**config.mk**
```make
export PLATFORM = sky130hd
export DESIGN_NAME = uart_tx_arbiter_flat
export DESIGN_NICKNAME = d
export VERILOG_FILES = /design/src/rtl/uart_pkg.sv /design/src/rtl/uart_tx_arbiter_if.sv /design/src/rtl/arb_timeout.sv /design/src/rtl/uart_tx_arbiter.sv /design/src/flat_wrapper.sv
export SDC_FILE = /design/constraint.sdc
export NUM_CORES = 1
export LEC_CHECK = 0
export ABC_AREA = 1
export BUFFER_PORTS_ARGS = -buffer_cell sky130_fd_sc_hd__buf_2
export CORE_AREA = 5 5 62 70
export CTS_BUF_LIST = sky130_fd_sc_hd__clkbuf_16
export CTS_CLUSTER_DIAMETER = 120
export DETAILED_ROUTE_END_ITERATION = 8
export DIE_AREA = 0 0 67 75
export HOLD_SLACK_MARGIN = 0.05
export PLACE_DENSITY_LB_ADDON = 0.1
export REMOVE_ABC_BUFFERS = 1
export SYNTH_ARGS = -nofsm -noshare
export SYNTH_HDL_FRONTEND = slang
export SYNTH_HIERARCHICAL = 1
export SYNTH_SLANG_ARGS = --single-unit
```
**constraint.sdc**
```tcl
create_clock -name clk -period 3 [get_ports clk]
set_input_delay 0.6 -clock clk [delete_from_list [all_inputs] [get_ports clk]]
set_output_delay 0.6 -clock clk [all_outputs]
set_load 0.1 [all_outputs]
```
**src/rtl/uart_pkg.sv**
```systemverilog
// Shared types for the UART transmit arbiter.
//   arb_state_e : arbiter FSM states
//   REQ0/REQ1   : requester index constants (also the rr pointer encoding)
//   onehot()    : requester index -> one-hot grant vector
package uart_pkg;
  typedef enum logic [1:0] {IDLE, ISSUE, WAIT_BUSY, WAIT_DONE} arb_state_e;

  localparam logic REQ0 = 1'b0;
  localparam logic REQ1 = 1'b1;

  function automatic logic [1:0] onehot(input logic id);
    return (id == REQ1) ? 2'b10 : 2'b01;
  endfunction
endpackage

```
**src/rtl/uart_tx_arbiter_if.sv**
```systemverilog
// Handshake bundle between two byte requesters, the arbiter and a UART transmitter.
//   reqN_valid/data/last : requester offers a byte (last = final byte of frame)
//   reqN_ready           : arbiter accepts the byte this cycle
//   tx_wr/tx_data        : write strobe and byte to the transmitter
//   tx_busy              : transmitter is serializing
//   grant/timeout        : current owner (one-hot) and forced-release pulse
// slave = arbiter side, master = requesters + transmitter side.
interface uart_tx_arbiter_if;
  logic       req0_valid, req1_valid;
  logic [7:0] req0_data, req1_data;
  logic       req0_last, req1_last;
  logic       req0_ready, req1_ready;
  logic       tx_wr;
  logic [7:0] tx_data;
  logic       tx_busy;
  logic [1:0] grant;
  logic       timeout;

  modport slave (
    input  req0_valid, req1_valid, req0_data, req1_data, req0_last, req1_last, tx_busy,
    output req0_ready, req1_ready, tx_wr, tx_data, grant, timeout
  );
  modport master (
    output req0_valid, req1_valid, req0_data, req1_data, req0_last, req1_last, tx_busy,
    input  req0_ready, req1_ready, tx_wr, tx_data, grant, timeout
  );
endinterface

```
**src/rtl/arb_timeout.sv**
```systemverilog
// Saturating idle counter for the frame lock.
//   clk, rst (async, active low)
//   clear    : zero the count (has priority)
//   count_en : count this cycle
//   expired  : count has reached TIMEOUT_CYC
module arb_timeout #(
  parameter int TIMEOUT_CYC = 1000
) (
  input  logic clk,
  input  logic rst,
  input  logic clear,
  input  logic count_en,
  output logic expired
);
  localparam int W = $clog2(TIMEOUT_CYC + 1);
  localparam logic [W-1:0] LIMIT = W'(TIMEOUT_CYC);

  logic [W-1:0] cnt;

  always_ff @(posedge clk or negedge rst) begin
    if (!rst)                          cnt <= '0;
    else if (clear)                    cnt <= '0;
    else if (count_en && cnt != LIMIT) cnt <= cnt + W'(1);
  end

  assign expired = (cnt == LIMIT);
endmodule

```
**src/rtl/uart_tx_arbiter.sv**
```systemverilog
// Two-requester arbiter feeding one UART transmitter, with per-frame locking.
//   clk, rst (async, active low)
//   bus : uart_tx_arbiter_if.slave (requests, tx write/busy, grant, timeout)
// A byte with last=0 locks the transmitter to its requester until that
// requester sends a last=1 byte or stays silent for TIMEOUT_CYC idle cycles.
module uart_tx_arbiter
  import uart_pkg::*;
#(
  parameter int TIMEOUT_CYC = 1000
) (
  input  logic               clk,
  input  logic               rst,
  uart_tx_arbiter_if.slave   bus
);
  arb_state_e state_q, state_d;

  logic       armed_q;    // blocks accepts until one edge after reset release
  logic       rr_q;       // preferred requester when unlocked
  logic       lock_q;
  logic       lock_id_q;
  logic       cur_q;      // owner of the byte in flight
  logic       last_q;
  logic [7:0] data_q;
  logic [1:0] grant_q;

  logic [1:0] valid;
  logic       owner_vld, sel_vld, sel_id;
  logic       count_en, expired, to_fire;

  assign valid     = {bus.req1_valid, bus.req0_valid};
  assign owner_vld = valid[lock_id_q];
  assign count_en  = (state_q == IDLE) && lock_q && !owner_vld;
  assign to_fire   = count_en && expired;

  always_ff @(posedge clk or negedge rst) begin
    if (!rst) state_q <= IDLE;
    else      state_q <= state_d;
  end

  always_comb begin
    state_d = state_q;
    sel_vld = 1'b0;
    sel_id  = rr_q;
    case (state_q)
      IDLE: begin
        if (armed_q) begin
          if (lock_q) begin
            sel_vld = owner_vld;
            sel_id  = lock_id_q;
          end else if (valid[rr_q]) begin
            sel_vld = 1'b1;
            sel_id  = rr_q;
          end else if (valid[~rr_q]) begin
            sel_vld = 1'b1;
            sel_id  = ~rr_q;
          end
        end
        if (sel_vld) state_d = ISSUE;
      end
      ISSUE:     state_d = WAIT_BUSY;
      WAIT_BUSY: if (bus.tx_busy)  state_d = WAIT_DONE;
      WAIT_DONE: if (!bus.tx_busy) state_d = IDLE;
      default:   state_d = IDLE;
    endcase
  end

  always_ff @(posedge clk or negedge rst) begin
    if (!rst) begin
      armed_q   <= 1'b0;
      rr_q      <= REQ0;
      lock_q    <= 1'b0;
      lock_id_q <= REQ0;
      cur_q     <= REQ0;
      last_q    <= 1'b0;
      data_q    <= '0;
      grant_q   <= '0;
    end else begin
      armed_q <= 1'b1;
      if (sel_vld) begin
        cur_q   <= sel_id;
        last_q  <= (sel_id == REQ1) ? bus.req1_last : bus.req0_last;
        data_q  <= (sel_id == REQ1) ? bus.req1_data : bus.req0_data;
        grant_q <= onehot(sel_id);
      end
      if (state_q == WAIT_DONE && !bus.tx_busy) begin
        if (last_q) begin
          lock_q  <= 1'b0;
          grant_q <= '0;
          rr_q    <= ~cur_q;
        end else begin
          lock_q    <= 1'b1;
          lock_id_q <= cur_q;
        end
      end
      // Silent lock owner: hand the preference to the other requester.
      if (to_fire) begin
        lock_q  <= 1'b0;
        grant_q <= '0;
        rr_q    <= ~lock_id_q;
      end
    end
  end

  arb_timeout #(.TIMEOUT_CYC(TIMEOUT_CYC)) u_timeout (
    .clk      (clk),
    .rst      (rst),
    .clear    (sel_vld || !lock_q),
    .count_en (count_en),
    .expired  (expired)
  );

  assign bus.req0_ready = sel_vld && (sel_id == REQ0);
  assign bus.req1_ready = sel_vld && (sel_id == REQ1);
  assign bus.tx_wr      = (state_q == ISSUE);
  assign bus.tx_data    = data_q;
  assign bus.grant      = grant_q;
  assign bus.timeout    = to_fire;
endmodule
```
**src/flat_wrapper.sv**
```systemverilog
// flat-port wrapper written by rule: the top's interface ports become plain ports
module uart_tx_arbiter_flat import uart_pkg::*;
#(
  parameter int TIMEOUT_CYC = 1000
)
  (clk, rst, bus_req0_valid, bus_req1_valid, bus_req0_data, bus_req1_data, bus_req0_last, bus_req1_last, bus_tx_busy, bus_req0_ready, bus_req1_ready, bus_tx_wr, bus_tx_data, bus_grant, bus_timeout);
  uart_tx_arbiter_if bus_i ();
  input  logic clk;
  input  logic rst;
  input wire logic [$bits(bus_i.req0_valid)-1:0] bus_req0_valid;
  input wire logic [$bits(bus_i.req1_valid)-1:0] bus_req1_valid;
  input wire logic [$bits(bus_i.req0_data)-1:0] bus_req0_data;
  input wire logic [$bits(bus_i.req1_data)-1:0] bus_req1_data;
  input wire logic [$bits(bus_i.req0_last)-1:0] bus_req0_last;
  input wire logic [$bits(bus_i.req1_last)-1:0] bus_req1_last;
  input wire logic [$bits(bus_i.tx_busy)-1:0] bus_tx_busy;
  output wire logic [$bits(bus_i.req0_ready)-1:0] bus_req0_ready;
  output wire logic [$bits(bus_i.req1_ready)-1:0] bus_req1_ready;
  output wire logic [$bits(bus_i.tx_wr)-1:0] bus_tx_wr;
  output wire logic [$bits(bus_i.tx_data)-1:0] bus_tx_data;
  output wire logic [$bits(bus_i.grant)-1:0] bus_grant;
  output wire logic [$bits(bus_i.timeout)-1:0] bus_timeout;
  assign bus_i.req0_valid = bus_req0_valid;
  assign bus_i.req1_valid = bus_req1_valid;
  assign bus_i.req0_data = bus_req0_data;
  assign bus_i.req1_data = bus_req1_data;
  assign bus_i.req0_last = bus_req0_last;
  assign bus_i.req1_last = bus_req1_last;
  assign bus_i.tx_busy = bus_tx_busy;
  assign bus_req0_ready = bus_i.req0_ready;
  assign bus_req1_ready = bus_i.req1_ready;
  assign bus_tx_wr = bus_i.tx_wr;
  assign bus_tx_data = bus_i.tx_data;
  assign bus_grant = bus_i.grant;
  assign bus_timeout = bus_i.timeout;
  uart_tx_arbiter #(.TIMEOUT_CYC(TIMEOUT_CYC)) u_core (.clk(clk), .rst(rst), .bus(bus_i));
endmodule
```
==> results_dict.tcl, run 1 <==
set metrics [dict create \
    run_status "complete, no violations" \
    relSlewSlack_pct 57.2 \
    area_delta_synth_final_pct 20.5 \
    setup_viol 0 \
    gr-total-overflow 0 \
    cts.path.max_buffers 2 \
    maxCapViolations 0 \
    syn_area_per_cell_um2 7.69 \
    async_flop_share_pct 100 \
    ys_warn_count 6 \
    final_common_cell "nand2_1" \
    min_path_type "input port to asynchronous set/reset pin" \
    power_leakage_nw 1.08 \
    path_max_fanout 11 \
    cts_tree "done" \
    skew_ns 0.00446 \
    dp_hpwl_mm 2.91 \
    place.gp.congestion 0.843 \
    fin_nets 288 \
    synth_cells 221 \
    p_total_mw 2.25 \
    grt_max_degree 29 \
    ys.flop_type "dfrtp_1" \
    endpoint_kind "output pin" \
    worst-slew-pin-transition_ns 0.643 \
    gr-usage-all-layers_pct 17.7 \
    hold_buffers 0 \
    drt_wl_total_mm 3.80 \
    synth_edf_count 0 \
    port-buffer-count 36 \
    critical_path_required_ns 2.40 \
    clk_pin_slew_ns 0.07 \
    start_util_pct 48.0 \
    drc 0 \
    maxSlewViolCount 0 \
    htreeDepth 1 \
    row_count 23 \
    fin_tns_setup_ns 0 \
    vias 1532 \
    peakVddDrop_mv 0.639 \
    cts_buffers 3 \
    fin_crit_ns 2.64 \
    dieArea_um2 5030 \
    drt_iter0_markers 109 \
    postRouteAntennaNets 0 \
    grt_pass1_wl_mm 7.03 \
    fmax_ghz 0.378 \
    grt_setup_unrepaired "false" \
    netlist_area_um2 1700 \
    grt_antenna_before_repair 0 \
    die_y_um 75 \
    coreArea_um2 3540 \
    synth_cell_types 28 \
    insertion_delay_ns 0.26 \
    ios 37 \
    most-common-layout-cells "nand2_1, buf_2, inv_1, dfrtp_1, nand3_1" \
    post-cts-setup-buffers 0 \
    cts_resized 0 \
    criticalPathCategory "flip-flop to output pin" \
    via_per_inst 4.99 \
    diodes 0 \
    layout_worst_path_cycle_share_pct 88.1 \
    cts_root_buffer "clkbuf_16" \
    ys_seq_area_share_pct 41.2 \
    startpoint_type "flip-flop" \
    first_pass_iters 4 \
    arrival_ns 2.04 \
    cts.sinks 28 \
    hold_viol 0 \
    die_w_um 67 \
    p_per_area_nw_per_um2 1100 \
    layout-drive-gt1-share_pct 23.3 \
    first_global_vias 1532 \
    ys_ff_latch 28 \
    wl_per_cell_um 12.4 \
]
## logic make-up after synthesis
kind of cell             share of synthesized area (%)
multiplexers                                     0.589
other                                            0.221
XOR/XNOR                                         0.516
flip-flops                                        41.2
adder cells (fa/ha/maj)                           5.15
AO/OA/AOI/OAI                                     5.60
buffers and inverters                             9.72
AND/OR/NAND/NOR                                   37.0
## worst max-delay path, cell delays in order, from the launching register on
cell and delay [ns]:
dfrtp_1 0.41, inv_1 0.11, ha_1 0.24, nand2_1 0.09, nand2_1 0.31, nand2_2 0.24, nor2_4 0.19, buf_12 0.19
## area by class of cell
type,instances,area [um^2]
clock inverters,1,30.0
inverters,32,121
well taps,50,62.6
repair buffers,38,225
flip-flops and latches,28,701
multi-input cells,155,833
fillers,339,1490
clock buffers,3,75.1
## registers in the layout (all words and copies together) (netlist names), 2 cells and up
register / count
u_core/u_timeout/cnt: 10
u_core/bus.tx_data: 8
u_core/bus.grant: 2
u_core/state_q: 2
## cell usage after synthesis, types with 2 or more instances
cell type / count / area share, %
nor2_4: 2 / 1.3
inv_1: 28 / 6.2
o21ai_0: 6 / 1.8
o21ai_1: 2 / 0.59
dfrtp_1: 28 / 41
buf_2: 2 / 0.59
nand2_2: 4 / 1.5
inv_2: 3 / 0.66
nand4_1: 22 / 8.1
nand3_2: 2 / 1.2
ha_1: 7 / 5.2
buf_4: 3 / 1.3
a21oi_2: 2 / 1.0
nor2_1: 11 / 2.4
nor2_2: 3 / 1.1
nand2_1: 56 / 12
a21oi_1: 3 / 0.88
nand3_1: 27 / 8.0
## stage by stage
step | instances | hold slack (ns) | util [%] | instance area [um^2] | worst slack, ns
CTS | 307 | 0.388 | 57.9 | 2050 | 0.327
global route | 307 | 0.416 | 57.9 | 2050 | 0.140
global placement | 303 | 0.483 | 54.9 | 1940 | 0.677
floorplan | 215 | 0.304 | - | 1660 | 0.251
detailed placement | 303 | 0.478 | 54.9 | 1940 | 0.635
finish | 307 | 0.358 | 57.9 | 2050 | 0.357
## final timing paths
check                                      start                 endpoint  slack [ns]  cells after the start
hold / removal                               rst    u_core/bus.tx_data[5]        0.36                      1
setup reg to reg               u_core/state_q[0]  u_core/u_timeout/cnt[6]        1.04                     11
hold reg to reg            u_core/bus.tx_data[7]    u_core/bus.tx_data[7]        0.50                      2
setup / recovery               u_core/state_q[0]           bus_req0_ready        0.36                      7
max in group asynchronous                    rst            u_core/last_q        2.22                      1
min in group clk           u_core/bus.tx_data[7]    u_core/bus.tx_data[7]        0.50                      2
## metal layers
metal | up-vias | track usage (%) | part of all wire, %
met1 | 703 | 25.0 | 46
met5 | - | 0 | 0
li1 | 794 | - | -
met4 | 0 | 4.05 | 0.34
met3 | 2 | 3.28 | 4.1
met2 | 33 | 28.4 | 49
## power breakdown
| part | leakage [nW] | switching (mW) | internal (mW) |
|---|---|---|---|
| clock | 0.0511 | 0.126 | 0.266 |
| combinational | 0.671 | 1.01 | 0.261 |
| sequential | 0.353 | 0.0860 | 0.502 |
Power figures use the tool's default switching activity.
==> run 2: changes to the inputs <==
- CORE_AREA: 5 5 62 70 -> 5 5 60 68
- DIE_AREA: 0 0 67 75 -> 0 0 65 73
==> results_dict.tcl, run 2 (synthesis results as in run 1) <==
set metrics [dict create \
    run_status "complete, no violations" \
    combPwrFrac_pct 58.6 \
    path_common_cell "nand2_1" \
    fmax_ghz 0.376 \
    via_per_inst 5.11 \
    fin_crit_ns 2.66 \
    gr-usage-all-layers_pct 17.7 \
    diodes 0 \
    clk_pin_slew_ns 0.07 \
    rr_startpoint "u_core/state_q[0]" \
    clockPowerShare_pct 14.0 \
    arrival_ns 2.06 \
    insertion_delay_ns 0.26 \
    post-cts-setup-buffers 0 \
    fin_tns_setup_ns 0 \
    largest_register_ffs 10 \
    start_util_pct 49.6 \
    gr-total-overflow 0 \
    relSlewSlack_pct 57.5 \
    p_per_area_nw_per_um2 1080 \
    grt_pass1_wl_mm 6.60 \
    ios 37 \
    setup_viol 0 \
    drt_wl_total_mm 3.62 \
    min_path_type "input port to asynchronous set/reset pin" \
    hold_viol 0 \
    cts_tree "done" \
    maxCapViolations 0 \
    grt_antenna_before_repair 0 \
    cp-startpoint "u_core/state_q[0]" \
    final_common_cell "nand2_1" \
    worst-slew-pin-transition_ns 0.637 \
    die_y_um 73 \
    path_max_fanout 11 \
    htreeDepth 1 \
    cpPeakStageDelay_ns 0.40 \
    endpoint_kind "output pin" \
    crit_family "simple AND/OR/NAND/NOR gates" \
    power_leakage_nw 1.06 \
    grt_max_degree 29 \
    wl_per_cell_um 12.4 \
    cts_resized 0 \
    cp_slowest_cell "dfrtp_1" \
    layout-drive-gt1-share_pct 22.7 \
    critical_path_required_ns 2.40 \
    row_count 23 \
    cts.path.max_buffers 2 \
    swShare_pct 56.4 \
    cp_cell_sequence "inv_1 -> ha_1 -> nand2_1 -> a21oi_1 -> nand2_1 -> nand2_2 -> nor2_4 -> buf_12" \
    criticalPathCategory "flip-flop to output pin" \
    vias 1493 \
    regMostFlops "u_core/u_timeout/cnt" \
    cts_buffers 3 \
    seq_power_share_pct 27.4 \
    p_switching_mw 1.21 \
    drt_iter0_markers 65 \
    nFillCells 324 \
    dieArea_um2 4750 \
    hold_buffers 0 \
    p_total_mw 2.14 \
    dp_hpwl_mm 2.77 \
    die_w_um 65 \
    layout_worst_path_cycle_share_pct 88.8 \
    port-buffer-count 36 \
    coreArea_um2 3420 \
    peakVddDrop_mv 0.788 \
    cts.sinks 28 \
    area_delta_synth_final_pct 17.4 \
    place.gp.congestion 0.790 \
    skew_ns 0.00613 \
    postRouteAntennaNets 0 \
    cts_root_buffer "clkbuf_16" \
    fin_nets 287 \
    p_int_mw 0.936 \
    crit_buf_inv 2 \
    drc 0 \
    first_global_vias 1541 \
    grt_setup_unrepaired "false" \
    maxSlewViolCount 0 \
    startpoint_type "flip-flop" \
    first_pass_iters 4 \
    most-common-layout-cells "nand2_1, buf_2, inv_1, dfrtp_1, nand3_1" \
]
## run 2: power groups by stage
stage	registers, mW	logic [mW]	clock network (mW)
after global placement	0.593	1.26	0
after floorplan	1.05	0.552	0
after CTS	0.588	1.27	0.308
after detailed placement	0.592	1.27	0
after global routing	0.606	1.36	0.324
final	0.588	1.26	0.300
## run 2: layer usage
| metal | GRT usage, % | wire length [um] | vias to the layer above |
|---|---|---|---|
| li1 | - | - | 797 |
| met1 | 21.4 | 1740 | 666 |
| met2 | 30.9 | 1670 | 26 |
| met3 | 3.85 | 163 | 4 |
| met4 | 6.34 | 53 | 0 |
| met5 | 0 | 0 | - |
## run 2: path summary, 6_finish.rpt
| check | to | slack [ns] | depth (start not counted) |
|---|---|---|---|
| setup / recovery | bus_req0_ready | 0.34 | 8 |
| hold / removal | u_core/u_timeout/cnt[4] | 0.35 | 1 |
| setup reg to reg | u_core/u_timeout/cnt[5] | 1.09 | 11 |
| hold reg to reg | u_core/bus.tx_data[2] | 0.50 | 2 |
| max in group asynchronous | u_core/lock_q | 2.23 | 1 |
| min in group clk | u_core/bus.tx_data[2] | 0.50 | 2 |
## run 2: layout make-up
type / instances / area, um^2 / share of cell area, %
repair buffers: 37 / 218 / 10.9
inverters: 32 / 121 / 6.09
well taps: 37 / 46.3 / 2.32
multi-input cells: 155 / 833 / 41.8
flip-flops and latches: 28 / 701 / 35.1
clock buffers: 3 / 75.1 / 3.76
## run 2: metrics by stage
| stage | instance area, um^2 | hold WS [ns] | setup slack (ns) | instances | util, % |
|---|---|---|---|---|---|
| finish | 1990 | 0.353 | 0.337 | 292 | 58.2 |
| global route | 1990 | 0.424 | 0.151 | 292 | 58.2 |
| CTS | 1990 | 0.385 | 0.318 | 292 | 58.2 |
| detailed placement | 1920 | 0.483 | 0.533 | 289 | 56.0 |
| global placement | 1920 | 0.488 | 0.570 | 289 | 56.0 |
| floorplan | 1660 | 0.304 | 0.251 | 215 | - |
==> run 3: changes to the inputs <==
- CTS_BUF_LIST: sky130_fd_sc_hd__clkbuf_16 -> default
==> results_dict.tcl, run 3 (synthesis results as in run 1) <==
set metrics [dict create \
    critical_path_required_ns 2.40 \
    most-common-layout-cells "nand2_1, buf_2, inv_1, dfrtp_1, nand3_1" \
    grt_setup_unrepaired "false" \
    p_per_area_nw_per_um2 1040 \
    layout-drive-gt1-share_pct 22.7 \
    dp_hpwl_mm 2.77 \
    postRouteAntennaNets 0 \
    fin_tns_setup_ns 0 \
    holdWs_ns 0.336 \
    startpoint_type "flip-flop" \
    regMostFlops "u_core/u_timeout/cnt" \
    cts_root_buffer "clkbuf_8" \
    cts_resized 0 \
    largest_register_ffs 10 \
    criticalPathCategory "flip-flop to output pin" \
    path_common_cell "nand2_1" \
    wl_per_cell_um 12.3 \
    fmax_ghz 0.373 \
    place.gp.congestion 0.790 \
    setup_viol 0 \
    die_w_um 65 \
    worst-slew-pin-transition_ns 0.636 \
    wl_met2_mm 1.65 \
    htreeDepth 1 \
    drt_wl_total_mm 3.60 \
    row_count 23 \
    maxCapViolations 0 \
    clk_pin_slew_ns 0.10 \
    first_pass_iters 4 \
    via_per_inst 5.16 \
    gr-total-overflow 0 \
    grt_antenna_before_repair 0 \
    post-cts-setup-buffers 0 \
    hold_buffers 0 \
    dieArea_um2 4750 \
    min_path_type "input port to asynchronous set/reset pin" \
    insertion_delay_ns 0.27 \
    fin_nets 287 \
    skew_ns 0.00806 \
    run_status "complete, no violations" \
    area_delta_synth_final_pct 15.4 \
    diodes 0 \
    wl_met1_mm 1.74 \
    cts_tree "done" \
    final_common_cell "nand2_1" \
    coreArea_um2 3420 \
    gr-usage-all-layers_pct 17.5 \
    cp_cell_sequence "inv_1 -> ha_1 -> nand2_1 -> a21oi_1 -> nand2_1 -> nand2_2 -> nor2_4 -> buf_12" \
    wl_met3_um 164 \
    start_util_pct 49.6 \
    endpoint_kind "output pin" \
    port-buffer-count 36 \
    hold_viol 0 \
    arrival_ns 2.08 \
    cp_slowest_cell "dfrtp_1" \
    top_layer "met4" \
    cpPeakStageDelay_ns 0.41 \
    relSlewSlack_pct 57.6 \
    cts_buffers 3 \
    path_max_fanout 11 \
    first_global_vias 1536 \
    drt_iter0_markers 62 \
    cts.path.max_buffers 2 \
    die_y_um 73 \
    vias 1506 \
    p_total_mw 2.04 \
    grt_pass1_wl_mm 6.56 \
    maxSlewViolCount 0 \
    grt_max_degree 29 \
    ios 37 \
    cts.sinks 28 \
    fin_crit_ns 2.68 \
    power_leakage_nw 1.04 \
    drc 0 \
    peakVddDrop_mv 0.717 \
    layout_worst_path_cycle_share_pct 89.4 \
]
[run 3: changes by cell type in the layout (fill, tap and decap cells not counted)]
cell | previous run | this run
clkbuf_16 | 3 | 0
clkbuf_8 | 0 | 3
[run 3: path summary, 6_finish.rpt]
kind / from / endpoint / slack [ns] / cells past startpoint
max in group asynchronous: rst / u_core/u_timeout/cnt[1] / 2.25 / 1
hold reg to reg: u_core/bus.tx_data[2] / u_core/bus.tx_data[2] / 0.51 / 2
hold / removal: rst / u_core/u_timeout/cnt[4] / 0.34 / 1
setup / recovery: u_core/state_q[0] / bus_req0_ready / 0.32 / 8
min in group clk: u_core/bus.tx_data[2] / u_core/bus.tx_data[2] / 0.51 / 2
setup reg to reg: u_core/state_q[0] / u_core/u_timeout/cnt[9] / 1.08 / 11
[run 3: layout make-up]
type,count,area (um^2)
Clock buffer,3,41.3
Fill cell,324,1460
Inverter,32,121
Multi-Input combinational cell,155,833
Sequential cell,28,701
Tap cell,37,46.3
Timing Repair Buffer,37,218
[run 3: power by group]
group,internal (mW),switching (mW)
Clock,0.0901,0.112
Combinational,0.256,0.999
Sequential,0.501,0.0856
[run 3: metal layers]
layer	GRT usage [%]	up-vias
li1	-	793
met5	0	-
met4	6.34	0
met1	21.4	678
met2	30.8	31
met3	2.93	4
[run 3: metrics by stage]
stage	instances	setup slack [ns]	instance area (um^2)	util (%)
2_1_floorplan	215	0.251	1660	-
3_3_place_gp	289	0.570	1920	56.0
3_5_place_dp	289	0.533	1920	56.0
4_1_cts	292	0.298	1960	57.3
5_1_grt	292	0.121	1960	57.3
6_report	292	0.318	1960	57.3
[run 3: critical path: cells and delay by family (launching register included)]
kind	cells	cell delay, ns
AO/OA/AOI/OAI	1	0.04
adder cells (fa/ha/maj)	1	0.25
flip-flops	1	0.41
buffers and inverters	2	0.28
AND/OR/NAND/NOR	4	0.83
